===== src/rtl/tetris_input_ctrl.sv =====
// -----------------------------------------------------------------------------
// tetris_input_ctrl
//
// Turns raw player inputs into one-cycle move/rotate strobes for tetris_grid.
//   - Joystick X (12-bit ADC result) is decoded into LEFT/RIGHT with
//     hysteresis. A held direction auto-repeats: the first strobe is followed
//     by a DAS delay, then by ARR-period repeats.
//   - Pushbuttons s1 (rotate) and s2 (soft drop) are synchronised (2 FF),
//     debounced and edge-detected. Pressing both together raises reset_req
//     and produces no rotate/move_down pulse.
//   - freeze forces the joystick FSM to IDLE and suppresses every strobe.
//     Debouncing and reset_req keep running while frozen.
//
// Optional feature (compile-time macro TETRIS_INPUT_DOWN_REPEAT_EN):
//   defined   - holding s2 alone auto-repeats move_down with the same
//               DAS/ARR timing as the joystick, using its own counter.
//               The repeat stops on s2 release, s1 press or freeze.
//   undefined - one move_down strobe per press; no repeat logic is built.
//
// Ports
//   clk         in   system clock (50 MHz)
//   reset       in   asynchronous, active-high reset
//   adc_value   in   [11:0] joystick X ADC result, synchronous to clk
//   s1          in   raw rotate button, pressed = 1, asynchronous
//   s2          in   raw soft-drop button, pressed = 1, asynchronous
//   freeze      in   forces FSM to IDLE and suppresses all strobes
//   move_left   out  one-cycle strobe
//   move_right  out  one-cycle strobe
//   move_down   out  one-cycle strobe
//   rotate      out  one-cycle strobe
//   reset_req   out  level, high while both debounced buttons are high
// -----------------------------------------------------------------------------
module tetris_input_ctrl #(
  parameter int DEBOUNCE_CYCLES = 500_000,
  parameter int DAS_CYCLES      = 8_000_000,
  parameter int ARR_CYCLES      = 2_500_000,
  parameter int THRESH_HI       = 1750,
  parameter int THRESH_LO       = 1550,
  parameter int HYST            = 50
) (
  input  logic        clk,
  input  logic        reset,
  input  logic [11:0] adc_value,
  input  logic        s1,
  input  logic        s2,
  input  logic        freeze,
  output logic        move_left,
  output logic        move_right,
  output logic        move_down,
  output logic        rotate,
  output logic        reset_req
);

  // One counter width covers every timer; the largest terminal value is
  // MAX-1, so $clog2(MAX) bits can never wrap.
  localparam int MAX_RPT = (DAS_CYCLES > ARR_CYCLES) ? DAS_CYCLES : ARR_CYCLES;
  localparam int MAX_CYC = (MAX_RPT > DEBOUNCE_CYCLES) ? MAX_RPT : DEBOUNCE_CYCLES;
  localparam int CW      = (MAX_CYC > 1) ? $clog2(MAX_CYC) : 1;

  localparam logic [CW-1:0] DB_LAST  = CW'(DEBOUNCE_CYCLES - 1);
  localparam logic [CW-1:0] DAS_LAST = CW'(DAS_CYCLES - 1);
  localparam logic [CW-1:0] ARR_LAST = CW'(ARR_CYCLES - 1);

  localparam logic [11:0] TH_HI  = 12'(THRESH_HI);
  localparam logic [11:0] TH_LO  = 12'(THRESH_LO);
  localparam logic [11:0] R_EXIT = 12'(THRESH_HI - HYST);
  localparam logic [11:0] L_EXIT = 12'(THRESH_LO + HYST);

  // Joystick FSM encoding
  localparam logic [2:0] IDLE  = 3'd0;
  localparam logic [2:0] L_DAS = 3'd1;
  localparam logic [2:0] L_ARR = 3'd2;
  localparam logic [2:0] R_DAS = 3'd3;
  localparam logic [2:0] R_ARR = 3'd4;

  // ---------------------------------------------------------------------------
  // Buttons: bit 0 = s1 (rotate), bit 1 = s2 (soft drop)
  // ---------------------------------------------------------------------------
  logic [1:0]    sync_m;
  logic [1:0]    sync_s;
  logic [1:0]    deb;
  logic [1:0]    deb_d;
  logic [CW-1:0] db_cnt [2];

  always_ff @(posedge clk or posedge reset) begin
    if (reset) begin
      sync_m <= '0;
      sync_s <= '0;
      deb    <= '0;
      deb_d  <= '0;
      for (int unsigned i = 0; i < 2; i++) begin
        db_cnt[i] <= '0;
      end
    end else begin
      sync_m <= {s2, s1};
      sync_s <= sync_m;
      deb_d  <= deb;
      for (int unsigned i = 0; i < 2; i++) begin
        if (sync_s[i] == deb[i]) begin
          db_cnt[i] <= '0;
        end else if (db_cnt[i] == DB_LAST) begin
          deb[i]    <= sync_s[i];
          db_cnt[i] <= '0;
        end else begin
          db_cnt[i] <= db_cnt[i] + CW'(1);
        end
      end
    end
  end

  // A rise only counts while the other button is released, so a
  // simultaneous press of both yields neither strobe.
  logic rot_rise;
  logic dn_rise;

  assign rot_rise = deb[0] & ~deb_d[0] & ~deb[1];
  assign dn_rise  = deb[1] & ~deb_d[1] & ~deb[0];

  // ---------------------------------------------------------------------------
  // Joystick FSM
  // ---------------------------------------------------------------------------
  logic [2:0]    state;
  logic [2:0]    state_nx;
  logic [CW-1:0] cnt;
  logic [CW-1:0] cnt_nx;
  logic          left_nx;
  logic          right_nx;
  logic          go_right;
  logic          go_left;
  logic          r_exit;
  logic          l_exit;

  assign go_right = adc_value > TH_HI;
  assign go_left  = adc_value < TH_LO;
  assign r_exit   = adc_value <= R_EXIT;
  assign l_exit   = adc_value >= L_EXIT;

  always_comb begin
    state_nx = state;
    cnt_nx   = cnt + CW'(1);
    left_nx  = 1'b0;
    right_nx = 1'b0;
    if (freeze) begin
      state_nx = IDLE;
      cnt_nx   = '0;
    end else begin
      case (state)
        IDLE: begin
          cnt_nx = '0;
          if (go_right) begin
            state_nx = R_DAS;
            right_nx = 1'b1;
          end else if (go_left) begin
            state_nx = L_DAS;
            left_nx  = 1'b1;
          end
        end
        R_DAS, R_ARR: begin
          // A hard swing to the left wins over the plain right exit.
          if (go_left) begin
            state_nx = L_DAS;
            cnt_nx   = '0;
            left_nx  = 1'b1;
          end else if (r_exit) begin
            state_nx = IDLE;
            cnt_nx   = '0;
          end else if (cnt == ((state == R_DAS) ? DAS_LAST : ARR_LAST)) begin
            state_nx = R_ARR;
            cnt_nx   = '0;
            right_nx = 1'b1;
          end
        end
        L_DAS, L_ARR: begin
          if (go_right) begin
            state_nx = R_DAS;
            cnt_nx   = '0;
            right_nx = 1'b1;
          end else if (l_exit) begin
            state_nx = IDLE;
            cnt_nx   = '0;
          end else if (cnt == ((state == L_DAS) ? DAS_LAST : ARR_LAST)) begin
            state_nx = L_ARR;
            cnt_nx   = '0;
            left_nx  = 1'b1;
          end
        end
        default: begin
          state_nx = IDLE;
          cnt_nx   = '0;
        end
      endcase
    end
  end

  always_ff @(posedge clk or posedge reset) begin
    if (reset) begin
      state <= IDLE;
      cnt   <= '0;
    end else begin
      state <= state_nx;
      cnt   <= cnt_nx;
    end
  end

  // ---------------------------------------------------------------------------
  // Soft drop
  // ---------------------------------------------------------------------------
  logic down_nx;

`ifdef TETRIS_INPUT_DOWN_REPEAT_EN
  localparam logic [1:0] D_OFF = 2'd0;
  localparam logic [1:0] D_DAS = 2'd1;
  localparam logic [1:0] D_ARR = 2'd2;

  logic [1:0]    dstate;
  logic [1:0]    dstate_nx;
  logic [CW-1:0] dcnt;
  logic [CW-1:0] dcnt_nx;

  always_comb begin
    dstate_nx = dstate;
    dcnt_nx   = dcnt + CW'(1);
    down_nx   = 1'b0;
    if (freeze || !deb[1] || deb[0]) begin
      dstate_nx = D_OFF;
      dcnt_nx   = '0;
    end else if (dn_rise) begin
      dstate_nx = D_DAS;
      dcnt_nx   = '0;
      down_nx   = 1'b1;
    end else begin
      case (dstate)
        D_DAS: begin
          if (dcnt == DAS_LAST) begin
            dstate_nx = D_ARR;
            dcnt_nx   = '0;
            down_nx   = 1'b1;
          end
        end
        D_ARR: begin
          if (dcnt == ARR_LAST) begin
            dcnt_nx = '0;
            down_nx = 1'b1;
          end
        end
        default: begin
          // Held without a fresh press (e.g. after a cancel): stay idle.
          dstate_nx = D_OFF;
          dcnt_nx   = '0;
        end
      endcase
    end
  end

  always_ff @(posedge clk or posedge reset) begin
    if (reset) begin
      dstate <= D_OFF;
      dcnt   <= '0;
    end else begin
      dstate <= dstate_nx;
      dcnt   <= dcnt_nx;
    end
  end
`else
  assign down_nx = dn_rise & ~freeze;
`endif

  // ---------------------------------------------------------------------------
  // Registered outputs
  // ---------------------------------------------------------------------------
  always_ff @(posedge clk or posedge reset) begin
    if (reset) begin
      move_left  <= 1'b0;
      move_right <= 1'b0;
      move_down  <= 1'b0;
      rotate     <= 1'b0;
      reset_req  <= 1'b0;
    end else begin
      move_left  <= left_nx;
      move_right <= right_nx;
      move_down  <= down_nx;
      rotate     <= rot_rise & ~freeze;
      reset_req  <= deb[0] & deb[1];
    end
  end

endmodule


===== config.mk =====
export PLATFORM = sky130hd
export DESIGN_NAME = tetris_input_ctrl
export DESIGN_NICKNAME = d
export VERILOG_FILES = /design/src/rtl/tetris_input_ctrl.sv
export SDC_FILE = /design/constraint.sdc
export NUM_CORES = 1
export LEC_CHECK = 0
export CAP_MARGIN = 20
export CORE_MARGIN = 3
export CORE_UTILIZATION = 30
export DETAILED_ROUTE_END_ITERATION = 8
export GPL_TIMING_DRIVEN = 0
export HOLD_SLACK_MARGIN = 0.08
export MAX_ROUTING_LAYER = met4
export PLACE_DENSITY_LB_ADDON = 0.25
export SLEW_MARGIN = 20
export SYNTH_ARGS = -nofsm -noshare
export SYNTH_HDL_FRONTEND = slang
export SYNTH_SLANG_ARGS = --single-unit

===== constraint.sdc =====
create_clock -name clk -period 2.58 [get_ports clk]
set_input_delay 0.516 -clock clk [delete_from_list [all_inputs] [get_ports clk]]
set_output_delay 0.516 -clock clk [all_outputs]
set_load 0.05 [all_outputs]

==> results.ini, run 1 <==
[status]
status=complete, no violations

[cts]
cts.sinks=85
cts_made_buffers=9
clockBufferDepth=2
cts_tree=done
cts_root_buf=clkbuf_16
cts_max_level=3
holdBufCountCts=0
clock_latency_ns=0.34
clkTransAtPathRegs_ns=0.06

[pwr]
leakagePower_nw=2.08
pwr-share-clk_pct=44.1
combinationalPowerShare_pct=9.0
cellPowerDensity_nw_per_um2=595
switching_share_pct=23.0
p_total_mw=2.97
pwr-share-seq_pct=46.9
ir_drop_uv=306
internal_power_mw=2.29
netSwitchingPower_uw=682

[sta]
clock.fmax_mhz=432
finalClockSkew_ns=0.00426
tightest_slew_ns=0.727
max_slew_margin_pct=51.4
fin_crit_ns=2.32
layout_setup_ws_ns=0.263
hold_violations=0
rsz0062_at_grt=no
min_period_over_period_pct=89.8
finalSetupViolCount=0
report.final.slew_viol_count=0
whs_ns=0.347

[logic_synthesis]
yosysWarningCount=0
synth_top_area_cell=dfrtp_1
synth_cell_types=46
syn_nets=444
synth_seq_area_share_pct=50.6
ys_ff_latch=85
yosysMostFrequentCell=dfrtp_1
synth_commonest_cells=dfrtp_1 (85), nor2_1 (83), xor2_1 (46)
synthArstFlopShare_pct=100
yosys.area.top_type_share_pct=50.6
avgSynthCellArea_um2=9.91
synth-edff-count=0
postSynthCellCount=424
syn_area_um2=4200
netlist_top_cells_area=dfrtp_1 (51%), xor2_1 (9.6%), nor2_1 (7.4%), nand3_1 (3.9%), xnor2_1 (3.8%)
synth_flop_cell=dfrtp_1

[global_route]
track_usage_pct=11.4
grt_pass1_wl_mm=14.5
first_global_vias=3090
grt-ovfl-total=0
grt_max_degree=34
use_met1_pct=15.4
met3_usage_pct=3.39
met2_usage_pct=16.3
antenna_found_initial=0
grt.busiest_layer=met2

[placed_design]
dp_cells=623
place_ws_ns=-0.165
place.gp.congestion=0.792
place.port_buffers=21
dp_hpwl_mm=5.73

[worst_setup_path]
cp-end-kind=flop
start_kind=input pin
path_class=in2reg
cp_max_fo=10
critPathArrivalTime_ns=2.54
cp_top_family=buffers and inverters
crit_buf_inv=2
crit_cells=8
critical-path-slowest-cell=clkdlybuf4s50_1
required_ns=2.81
path_cells=clkdlybuf4s50_1 > nor4_1 > nand3_1 > nand3_1 > o21ai_1 > a211oi_4 > buf_4 > nor2_1
slowest_delay_ns=0.53
rr_worst_depth=7
crit_top_cell=nand3_1

[routing]
viasPerCell=4.83
drt_iter0_drc=137
routed_wl_mm=8.11
firstDrtPassIters=4
vias=3074
drtAntennaViolNets=0
post-route-drc-count=0
wl_per_cell_um=12.7

[die]
die_area_um2=15500
fp.dieH_um=124
coreArea_um2=13500
ioPinCount=22
num_rows=42
fp.dieW_um=124
initial_core_util_pct=31.2

[flow_run]
drv_cap=0

[final_layout]
fin_nets=478
diodes=0
syn_to_final_growth_pct=18.8
stdcell_count=637
drive_gt1_share_pct=6.72

[min_path]
hold_class=reg2reg
min_path_cells=0

==> layout by cell type (no fill, tap or decap), types with 8 or more instances in the layout <==
master,instances
dfrtp_1,85
nor2_1,83
xor2_1,46
nand3_1,33
nand2_1,26
clkdlybuf4s50_1,21
xnor2_1,18
and3_1,16
nand4_1,14
clkbuf_16,9
clkbuf_1,8
==> through the flow <==
| stage | utilization (%) | instance area (µm²) | setup TNS (ns) |
|---|---|---|---|
| after floorplan | - | 4210 | 0 |
| after global placement | 34.5 | 4640 | -3.33 |
| after detailed placement | 34.8 | 4680 | -3.36 |
| after CTS | 37.1 | 4980 | 0 |
| after global routing | 37.1 | 4990 | 0 |
| final | 37.1 | 4990 | 0 |
==> layer usage <==
metal / up-vias / part of all wire (%)
li1: 1528 / -
met1: 1493 / 51
met2: 42 / 44
met3: 11 / 3.4
met4: 0 / 1.9
met5: - / 0
==> sequential cells by signal (all words and copies together) (netlist names), 2 cells and up <==
register / count
cnt: 23
db_cnt: 46
deb: 2
deb_d: 2
state: 3
sync_m: 2
sync_s: 2
==> cell families after synthesis <==
logic type               after synthesis  share of synthesized area (%)
AND/OR/NAND/NOR                      224                           27.6
flip-flops                            85                           50.6
XOR/XNOR                              64                           13.3
AO/OA/AOI/OAI                         27                           4.67
buffers and inverters                 16                           1.61
multiplexers                           5                           1.25
adder cells (fa/ha/maj)                3                          0.893
==> final timing paths <==
kind / end / slack (ns) / from
setup reg to reg: cnt[20] / 0.44 / cnt[0]
max in group asynchronous: state[2] / 1.33 / reset
hold reg to reg: sync_s[0] / 0.35 / sync_m[0]
min in group asynchronous: db_cnt[1] / 0.65 / reset
hold / removal: sync_s[0] / 0.35 / sync_m[0]
setup / recovery: cnt[20] / 0.26 / adc_value[6]
==> power groups by stage <==
stage | combinational (mW) | clock [mW] | sequential [mW]
6_report | 0.267 | 1.31 | 1.39
5_1_grt | 0.299 | 1.42 | 1.40
4_1_cts | 0.272 | 1.36 | 1.39
3_5_place_dp | 0.270 | 0 | 1.42
3_3_place_gp | 0.261 | 0 | 1.41
2_1_floorplan | 0.165 | 0 | 1.42
==> timing repair <==
item / in CTS / in global routing
setup buffers: 0 / 0
endpoints found under the setup margin: 0 / 20
gates resized for setup: 0 / 1
==> final cells by class <==
class	instances	area, µm²
buffer	9	41.3
fill	1353	8460
inverter	7	30.0
sequential	85	2130
multi-input combinational	323	2010
tap	176	220
clock buffer	13	270
timing repair buffer	23	258
clock inverter	1	30.0
Power figures use the tool's default switching activity.
==> run 2, diff against run 1 <==
Settings changed: CTS_BUF_LIST from default to sky130_fd_sc_hd__clkbuf_4.
==> run 2 against run 1 <==
Register-to-register slack is essentially flat. Combinational power is essentially flat. Clock power down 46%. Fmax grew 0.63%. Global-route usage down 0.30 points. Cell count stayed put. Design area decreased by 3.8%. First-iteration DRC count is 7.3% higher. Critical path depth stayed put. Setup slack improved by 0.014 ns. Sequential share of layout area is 1.7 points higher. Largest cell class unchanged.
==> results.ini, run 2 (same netlist as run 1, synthesis figures left out) <==
[final_layout]
drive_gt1_share_pct=6.07  ; -0.65 points
stdcell_count=637  ; unchanged
syn_to_final_growth_pct=14.2
diodes=0  ; unchanged
reg_top3=db_cnt x46, cnt x23, state x3
final.fill_count=1377  ; +1.8%
largest_reg_flops=46  ; unchanged
design_area_um2=4800  ; -3.8%
largest_register=db_cnt
final_util_pct=35.7  ; -1.4 points
final_cell_mix=dfrtp_1 (85), nor2_1 (83), xor2_1 (46)
layout_commonest_cell=dfrtp_1
fin_nets=478  ; unchanged

[routing]
vias=3058  ; -0.52%
wl_per_cell_um=12.7  ; -0.62%
firstDrtPassIters=4  ; unchanged
viasPerCell=4.80  ; -0.52%
drtAntennaViolNets=0  ; unchanged
drt_iter0_drc=147  ; +7.3%
routed_wl_mm=8.06  ; -0.62%
post-route-drc-count=0  ; unchanged

[sta]
finalClockSkew_ns=0.00826  ; +0.00400 ns
hold_violations=0  ; unchanged
fin_crit_ns=2.30  ; -0.0145 ns
max_slew_margin_pct=51.4  ; about the same
tightest_slew_ns=0.727  ; +0.0000741 ns
report.final.slew_viol_count=0  ; unchanged
min_period_over_period_pct=89.2  ; -0.56 points
whs_ns=0.363  ; +0.0157 ns
layout_setup_ws_ns=0.278  ; +0.0145 ns
finalSetupViolCount=0  ; unchanged
clock.fmax_mhz=434  ; +0.63%
rsz0062_at_grt=no
timing.setup.tns_ns=0  ; unchanged

[placed_design]
place_ws_ns=-0.165  ; unchanged
place.gp.congestion=0.792  ; unchanged
place.port_buffers=21  ; unchanged
dp_cells=623  ; unchanged
postPlaceCellArea_um2=4680  ; unchanged
dp_hpwl_mm=5.73  ; unchanged

[worst_setup_path]
crit_buf_inv=2  ; unchanged
critical-path-slowest-cell=clkdlybuf4s50_1
reg2reg_to=cnt[20]
start_kind=input pin
cp_max_fo=10  ; unchanged
cp-end-kind=flop
cp_top_family=compound AO/OA/AOI/OAI gates
slowest_delay_ns=0.53  ; about the same
required_ns=2.90  ; +0.09 ns
rr_worst_depth=7  ; unchanged
ff2ff_setup_slack_ns=0.43  ; about the same
path_class=in2reg
path_cells=clkdlybuf4s50_1 > nor3b_1 > nand3_1 > a31oi_1 > o21ai_1 > a211oi_4 > buf_4 > nor2_1
r2r-start=cnt[9]
critPathArrivalTime_ns=2.62  ; +0.08 ns

[die]
coreArea_um2=13500  ; unchanged
ioPinCount=22  ; unchanged
fp.dieW_um=124  ; unchanged
initial_core_util_pct=31.2  ; unchanged
num_rows=42  ; unchanged
die_area_um2=15500  ; unchanged
fp.dieH_um=124  ; unchanged

[global_route]
first_global_vias=3073  ; -0.55%
grt_max_degree=34  ; unchanged
grt_pass1_wl_mm=14.3  ; -1.2%
grt-ovfl-total=0  ; unchanged
antenna_found_initial=0  ; unchanged
track_usage_pct=11.1  ; -0.30 points

[pwr]
cellPowerDensity_nw_per_um2=493  ; -17%
leakagePower_nw=2.00  ; -4.0%
p_total_mw=2.37  ; -20%
ir_drop_uv=276  ; -9.7%

[min_path]
hp-start=sync_m[0]
hold_end=sync_s[0]
min_path_cells=0  ; unchanged
hold_class=reg2reg

[cts]
clock_latency_ns=0.42  ; +0.08 ns
holdBufCountCts=0  ; unchanged
cts_tree=done
clockBufferDepth=2  ; unchanged
cts.sinks=85  ; unchanged
cts_resized=0  ; unchanged
cts_made_buffers=9  ; unchanged
cts_max_level=3  ; unchanged
clkTransAtPathRegs_ns=0.12  ; +0.06 ns
cts_setup_buffers=0  ; unchanged
cts_root_buf=clkbuf_4

[flow_run]
drv_cap=0  ; unchanged

[status]
status=complete, no violations

## run 2: cell count changes in the layout (fill, tap and decap cells not counted), sizes merged
cell,before,now
clkbuf,20,17
clkinv,0,3
## run 2: how the worst max path moves through the flow
stage,start,depth (start not counted),to,slack [ns]
floorplan,adc_value[11],5,state[2],0.59
global placement,adc_value[2],8,cnt[11],-0.17
detailed placement,adc_value[2],8,cnt[4],-0.16
CTS,adc_value[2],8,cnt[11],0.30
global route,adc_value[2],8,cnt[3],0.08
finish,adc_value[2],8,cnt[20],0.28
## run 2: cell type report
type	instances	area, µm²	area share [%]
sequential	85	2130	44.3
clock buffer	10	75.1	1.56
timing repair buffer	23	258	5.37
inverter	7	30.0	0.625
tap	176	220	4.59
clock inverter	4	41.3	0.860
multi-input combinational	323	2010	41.8
buffer	9	41.3	0.860
## run 2: metal layers
metal / GRT usage [%] / share of wire (%) / vias to the layer above
met2: 16.4 / 44 / 41
li1: - / - / 1524
met4: 3.68 / 1.4 / 0
met1: 15.2 / 52 / 1485
met5: - / 0 / -
met3: 2.62 / 2.6 / 8
## run 2: where the power goes
| group | switching, mW | internal (mW) | total [mW] | leakage, nW |
|---|---|---|---|---|
| clock | 0.424 | 0.288 | 0.712 | 0.0648 |
| sequential | 0.0286 | 1.36 | 1.39 | 1.17 |
| combinational | 0.163 | 0.104 | 0.266 | 0.764 |
